[config.mk]
export PLATFORM = sky130hd
export DESIGN_NAME = sram16_dram_responder
export DESIGN_NICKNAME = d
export VERILOG_FILES = /design/src/rtl/sram16_pkg.sv /design/src/rtl/sram16_dram_responder.sv
export SDC_FILE = /design/constraint.sdc
export NUM_CORES = 1
export LEC_CHECK = 0
export CORE_MARGIN = 1
export CORE_UTILIZATION = 25
export CTS_CLUSTER_SIZE = 16
export DETAILED_ROUTE_END_ITERATION = 8
export DONT_BUFFER_PORTS = 1
export PLACE_DENSITY_LB_ADDON = 0.1
export REMOVE_ABC_BUFFERS = 1
export SKIP_LAST_GASP = 1
export SYNTH_ARGS = -nofsm -noshare
export SYNTH_HDL_FRONTEND = slang
export SYNTH_SLANG_ARGS = --single-unit
[constraint.sdc]
create_clock -name clk -period 4.7 [get_ports clk]
set_clock_uncertainty 0.2 [all_clocks]
set_input_delay 0.705 -clock clk [delete_from_list [all_inputs] [get_ports clk]]
set_output_delay 0.705 -clock clk [all_outputs]
set_load 0.05 [all_outputs]
[src/rtl/sram16_pkg.sv]
// Shared types and constants for the 16-bit asynchronous SRAM responder.
// Latency: n/a (declarations only).
// Backpressure: n/a.
`ifndef MEM_ADDR_BITS
`define MEM_ADDR_BITS 16
`endif

package sram16_pkg;

    localparam int SRAM_DQ_BITS = 16;
    localparam int SRAM_WS_BITS = 4;

    typedef enum logic [2:0] {
        IDLE      = 3'd0,
        LO_SETUP  = 3'd1,
        LO_STROBE = 3'd2,
        LO_HOLD   = 3'd3,
        HI_SETUP  = 3'd4,
        HI_STROBE = 3'd5,
        HI_HOLD   = 3'd6,
        DONE      = 3'd7
    } sram16_state_t;

    // True when the state drives the upper half-word (sram_addr LSB = 1).
    function automatic logic is_hi_phase(input sram16_state_t s);
        return (s == HI_SETUP) || (s == HI_STROBE) || (s == HI_HOLD);
    endfunction

    // True in any state that owns the SRAM bus (chip enable asserted).
    function automatic logic is_active(input sram16_state_t s);
        return (s != IDLE) && (s != DONE);
    endfunction

endpackage

[src/rtl/sram16_dram_responder.sv]
// Executes one 32-bit word read/write as two 16-bit SRAM cycles (setup, strobe, hold).
// Latency: ack 2*(WAIT_STATES+3)+1 cycles after capture for a full word, less for skipped write halves.
// Backpressure: one request in flight; strobes while busy are dropped and flag proto_err.
`ifndef MEM_ADDR_BITS
`define MEM_ADDR_BITS 16
`endif

module sram16_dram_responder
    import sram16_pkg::*;
#(
    parameter int WAIT_STATES = 2,
    parameter int ADDR_BITS   = `MEM_ADDR_BITS
) (
    input  logic                    clk,
    input  logic                    reset_n,
    input  logic                    sync_reset,
    input  logic [ADDR_BITS-1:0]    mem_addr,
    input  logic                    mem_read_en,
    input  logic                    mem_write_en,
    input  logic [3:0]              mem_byte_enable,
    input  logic [31:0]             mem_write_data,
    output logic                    mem_ack,
    output logic [31:0]             mem_read_data,
    output logic                    busy,
    output logic                    proto_err,
    output logic [ADDR_BITS:0]      sram_addr,
    input  logic [SRAM_DQ_BITS-1:0] sram_dq_in,
    output logic [SRAM_DQ_BITS-1:0] sram_dq_out,
    output logic                    sram_dq_oe,
    output logic                    sram_ce_n,
    output logic                    sram_oe_n,
    output logic                    sram_we_n,
    output logic                    sram_ub_n,
    output logic                    sram_lb_n
);

    localparam logic [SRAM_WS_BITS-1:0] WS_LOAD = SRAM_WS_BITS'(WAIT_STATES);

    sram16_state_t           state_q, state_d;
    logic [SRAM_WS_BITS-1:0] cnt_q, cnt_d;
    logic [ADDR_BITS-1:0]    addr_q, addr_d;
    logic [3:0]              be_q, be_d;
    logic [31:0]             wdata_q, wdata_d;
    logic                    wr_q, wr_d;
    logic [31:0]             rdata_q, rdata_d;
    logic                    perr_q, perr_d;

    logic                    ack_q, ack_d;
    logic                    busy_q, busy_d;
    logic [ADDR_BITS:0]      sram_addr_q, sram_addr_d;
    logic [SRAM_DQ_BITS-1:0] dq_out_q, dq_out_d;
    logic                    dq_oe_q, dq_oe_d;
    logic                    ce_n_q, ce_n_d, oe_n_q, oe_n_d, we_n_q, we_n_d;
    logic                    ub_n_q, ub_n_d, lb_n_q, lb_n_d;

    logic req;
    logic hi_d, strobe_d;

    assign req = mem_read_en | mem_write_en;

    // Sequencer: request capture, phase walk, skipped write halves, read-data capture.
    always_comb begin
        state_d = state_q;
        cnt_d   = cnt_q;
        addr_d  = addr_q;
        be_d    = be_q;
        wdata_d = wdata_q;
        wr_d    = wr_q;
        rdata_d = rdata_q;
        perr_d  = perr_q;
        unique case (state_q)
            IDLE, DONE: begin
                state_d = IDLE;
                if (req) begin
                    addr_d  = mem_addr;
                    be_d    = mem_byte_enable;
                    wdata_d = mem_write_data;
                    // A simultaneous read+write strobe resolves to a write.
                    wr_d    = mem_write_en;
                    if (mem_read_en && mem_write_en) perr_d = 1'b1;
                    if (!mem_write_en || (mem_byte_enable[1:0] != 2'b00)) state_d = LO_SETUP;
                    else if (mem_byte_enable[3:2] != 2'b00)               state_d = HI_SETUP;
                    else                                                  state_d = DONE;
                end
            end
            LO_SETUP: begin
                state_d = LO_STROBE;
                cnt_d   = WS_LOAD;
            end
            LO_STROBE: begin
                if (cnt_q == '0) begin
                    state_d = LO_HOLD;
                    if (!wr_q) rdata_d[15:0] = sram_dq_in;
                end else begin
                    cnt_d = cnt_q - 1'b1;
                end
            end
            LO_HOLD: state_d = (!wr_q || (be_q[3:2] != 2'b00)) ? HI_SETUP : DONE;
            HI_SETUP: begin
                state_d = HI_STROBE;
                cnt_d   = WS_LOAD;
            end
            HI_STROBE: begin
                if (cnt_q == '0) begin
                    state_d = HI_HOLD;
                    if (!wr_q) rdata_d[31:16] = sram_dq_in;
                end else begin
                    cnt_d = cnt_q - 1'b1;
                end
            end
            HI_HOLD: state_d = DONE;
            default: state_d = IDLE;
        endcase
        // DONE accepts a new request, so only the SRAM-owning states count as busy here.
        if (req && is_active(state_q)) perr_d = 1'b1;
    end

    // Output decode from the next state so every pin is a flop aligned with its state.
    always_comb begin
        hi_d        = is_hi_phase(state_d);
        strobe_d    = (state_d == LO_STROBE) || (state_d == HI_STROBE);
        ack_d       = (state_d == DONE);
        busy_d      = (state_d != IDLE);
        sram_addr_d = sram_addr_q;
        dq_out_d    = dq_out_q;
        dq_oe_d     = 1'b0;
        ce_n_d      = 1'b1;
        oe_n_d      = 1'b1;
        we_n_d      = 1'b1;
        ub_n_d      = 1'b1;
        lb_n_d      = 1'b1;
        if (is_active(state_d)) begin
            sram_addr_d = {addr_d, hi_d};
            ce_n_d      = 1'b0;
            if (wr_d) begin
                dq_oe_d  = 1'b1;
                dq_out_d = hi_d ? wdata_d[31:16] : wdata_d[15:0];
            end
            if (strobe_d) begin
                if (wr_d) begin
                    we_n_d           = 1'b0;
                    {ub_n_d, lb_n_d} = hi_d ? ~be_d[3:2] : ~be_d[1:0];
                end else begin
                    oe_n_d = 1'b0;
                    ub_n_d = 1'b0;
                    lb_n_d = 1'b0;
                end
            end
        end
    end

    // Sequencer and request registers.
    always_ff @(posedge clk or negedge reset_n) begin
        if (!reset_n) begin
            state_q <= IDLE;
            cnt_q   <= '0;
            addr_q  <= '0;
            be_q    <= '0;
            wdata_q <= '0;
            wr_q    <= 1'b0;
            rdata_q <= '0;
            perr_q  <= 1'b0;
        end else if (sync_reset) begin
            state_q <= IDLE;
            cnt_q   <= '0;
            addr_q  <= '0;
            be_q    <= '0;
            wdata_q <= '0;
            wr_q    <= 1'b0;
            rdata_q <= '0;
            perr_q  <= 1'b0;
        end else begin
            state_q <= state_d;
            cnt_q   <= cnt_d;
            addr_q  <= addr_d;
            be_q    <= be_d;
            wdata_q <= wdata_d;
            wr_q    <= wr_d;
            rdata_q <= rdata_d;
            perr_q  <= perr_d;
        end
    end

    // Registered bus-side and handshake outputs.
    always_ff @(posedge clk or negedge reset_n) begin
        if (!reset_n) begin
            ack_q       <= 1'b0;
            busy_q      <= 1'b0;
            sram_addr_q <= '0;
            dq_out_q    <= '0;
            dq_oe_q     <= 1'b0;
            {ce_n_q, oe_n_q, we_n_q, ub_n_q, lb_n_q} <= 5'b11111;
        end else if (sync_reset) begin
            ack_q       <= 1'b0;
            busy_q      <= 1'b0;
            sram_addr_q <= '0;
            dq_out_q    <= '0;
            dq_oe_q     <= 1'b0;
            {ce_n_q, oe_n_q, we_n_q, ub_n_q, lb_n_q} <= 5'b11111;
        end else begin
            ack_q       <= ack_d;
            busy_q      <= busy_d;
            sram_addr_q <= sram_addr_d;
            dq_out_q    <= dq_out_d;
            dq_oe_q     <= dq_oe_d;
            {ce_n_q, oe_n_q, we_n_q, ub_n_q, lb_n_q} <= {ce_n_d, oe_n_d, we_n_d, ub_n_d, lb_n_d};
        end
    end

    assign mem_ack       = ack_q;
    assign mem_read_data = rdata_q;
    assign busy          = busy_q;
    assign proto_err     = perr_q;
    assign sram_addr     = sram_addr_q;
    assign sram_dq_out   = dq_out_q;
    assign sram_dq_oe    = dq_oe_q;
    assign sram_ce_n     = ce_n_q;
    assign sram_oe_n     = oe_n_q;
    assign sram_we_n     = we_n_q;
    assign sram_ub_n     = ub_n_q;
    assign sram_lb_n     = lb_n_q;

endmodule

==> key figures <==
Status
  • Outcome: complete, but fails checks
  • Failing checks: hold timing

Floorplan
  • Starting Density: 25.6%
  • Die H: 155 um
  • Die area: 23900 um^2
  • I/O pins: 147
  • Core area: 22700 um^2
  • Site Rows: 55
  • Die width: 155 um

Route
  • DRT iter0 DRCs: 132
  • Remaining antenna violation count: 0
  • Drc violations: 0
  • Vias: 3909
  • Total iterations of the first detailed-routing run: 4
  • Wire per inst: 18.1 um
  • Via density: 4.63
  • Routed WL: 15.3 mm

Place
  • HPWL Detailed: 9.73 mm
  • Routability cong.: 0.738
  • Placed Cells: 811
  • Dpl ws: 0.913 ns
  • Port Buffers: 0
  • Post-place instance area: 6080 um^2

Synthesis
  • Register area share after synthesis: 57.7%
  • Most frequent cells after synthesis: nand2_1, dfrtp_1, a21oi_1
  • Number of enable flip-flop cells after synthesis: 0
  • Synthesized cell area: 5820 um^2
  • Distinct cells, synth: 50
  • Synth top area share: 55.5%
  • Synthesized area per cell: 10.5 um^2
  • Synth warn: 0
  • Area contributors post-synth: dfrtp_1, nand2_1, mux2i_1, a21oi_1, nor2_1
  • Most common cell in the synthesized netlist: nand2_1
  • FFs w/ async S/R, synth: 100%
  • Register bit total from synthesis: 134
  • Mapped Cells: 556
  • Ys flop type: dfrtp_1
  • Post-synth top area cell: dfrtp_1

Cells and area
  • Share of post-route cells with drive strength above 1: 13.4%
  • Seq. cell area: 3360 um^2
  • Area of the multi-input gates: 2290 um^2
  • # diodes: 0
  • Final net count: 621
  • Final cell count without fillers: 844
  • # fillers: 2382
  • Post-route cell area: 6700 um^2
  • Area Growth Syn to Fin: 15.1%

Setup path
  • CP Class: reg2reg
  • CP startpoint kind: register
  • Worst Path Arrival: 3.86 ns
  • Crit. Startpoint: state_q[2]
  • Maximum fanout along the worst path: 34
  • Worst Path Required: 4.79 ns
  • CP endpoint kind: register
  • Reg-to-reg startpoint: state_q[2]

STA
  • Tcrit/Tclk final: 80.2%
  • WHS: -0.00168 ns
  • Setup tns final: 0 ns
  • Minimum clock period: 3.77 ns
  • Fin worst setup slack: 0.930 ns
  • Final Slew Violations: 0
  • Slew @ Worst Pin: 1.02 ns
  • Max Freq: 265 MHz
  • # setup viols final: 0
  • Final number of hold-violating endpoints: 6
  • Headroom to the max-slew limit: 31.8%
  • RSZ-0062 raised after global routing: false

Flow run
  • Max Cap Viol: 0

Power
  • Power Dens Cells: 780 nW/um^2
  • VDD IR max: 0.318 mV
  • Leak pwr: 3.06 nW
  • Total power: 5.23 mW

Clocking
  • Clk sink count: 134
  • CTS Buf Count: 17
  • Worst skew pair latency: 0.41 ns
  • Post-CTS setup repair buffer count: 0
  • Register clock-pin slew on the reported worst setup and hold paths: 0.06 ns
  • Post-CTS Hold Buffers: 1
  • CTS H-tree lvls: 4
  • Post-CTS sizing: 0
  • Clock tree from TritonCTS: built
  • Bufs on Longest Clock Path: 2
  • Root buf cell: clkbuf_16

Global routing
  • Vias in the first global route: 4111
  • Gr ovfl total: 0
  • GRT Util Overall: 13.2%
  • Global-route wire length before repair: 23.9 mm
  • Initial antenna violation count: 0
  • Largest net degree at the start of global routing: 135

Hold path
  • Worst min path class: in2async
[report_power, final]
part	switching [mW]	internal, mW	leakage (nW)
logic	0.990	0.645	0.977
registers	0.787	1.46	1.79
clock network	0.547	0.795	0.287
total	2.32	2.90	3.06
[flip-flops by register name (all words and copies together), names as in the netlist, 3 cells and up]
signal         flops
sram_dq_out       16
sram_addr         17
wdata_q           32
state_q            3
mem_read_data     32
be_q               4
cnt_q              4
addr_q            16
[layout make-up]
type | count | share of cell area [%]
Multi-Input combinational cell | 382 | 34.2
Tap cell | 285 | 5.32
Inverter | 4 | 0.224
Sequential cell | 134 | 50.1
Clock inverter | 15 | 2.48
Timing Repair Buffer | 7 | 1.27
Clock buffer | 17 | 6.35
[worst max-delay path, stage by stage (launching register included)]
cell	delay [ns]
dfrtp_1	0.53
or3_1	0.56
a221oi_2	0.35
or3_1	0.40
a31oi_4	0.42
a21oi_4	0.77
mux2_2	0.40
[kinds of logic after synthesis]
logic type               Yosys count  share of synthesized area, %
AO/OA/AOI/OAI                    109                          12.7
AND/OR/NAND/NOR                  217                          15.7
flip-flops                       134                          57.7
multiplexers                      54                          10.3
buffers and inverters             40                          3.18
adder cells (fa/ha/maj)            2                         0.430
[routing by layer]
metal	vias to the layer above	routed length [um]	GRT usage, %
met5	-	0	0
met4	0	185	4.01
met3	10	910	4.60
met2	84	7640	22.0
met1	1945	6560	16.1
li1	1870	-	-
[path summary, 6_finish.rpt]
check | depth (start not counted) | slack, ns | end
min in group clk | 1 | 0.16 | mem_read_data[26]
worst max register to register | 6 | 0.93 | sram_dq_out[6]
worst min-delay path | 1 | -0.002 | sram_addr[15]
worst max-delay path | 6 | 0.93 | sram_dq_out[6]
max in group asynchronous | 1 | 3.61 | cnt_q[1]
worst min register to register | 2 | 0.31 | wdata_q[10]
[cell usage in the layout, fill, tap and decap left out, types with 6 or more instances in the layout]
| cell | count |
|---|---|
| mux2_2 | 6 |
| clkbuf_16 | 17 |
| a21oi_1 | 50 |
| nor2_1 | 48 |
| o21ai_0 | 20 |
| mux2_4 | 10 |
| inv_6 | 6 |
| dfrtp_1 | 129 |
| nand2_1 | 139 |
| mux2i_1 | 38 |
| a2bb2oi_1 | 16 |
[through the flow]
step / hold WS [ns] / util (%)
2_1_floorplan: 0.209 / -
3_3_place_gp: 0.220 / 26.8
3_5_place_dp: 0.221 / 26.8
4_1_cts: 0.115 / 29.5
5_1_grt: 0.129 / 29.5
6_report: -0.00168 / 29.5
Power figures use the tool's default switching activity.
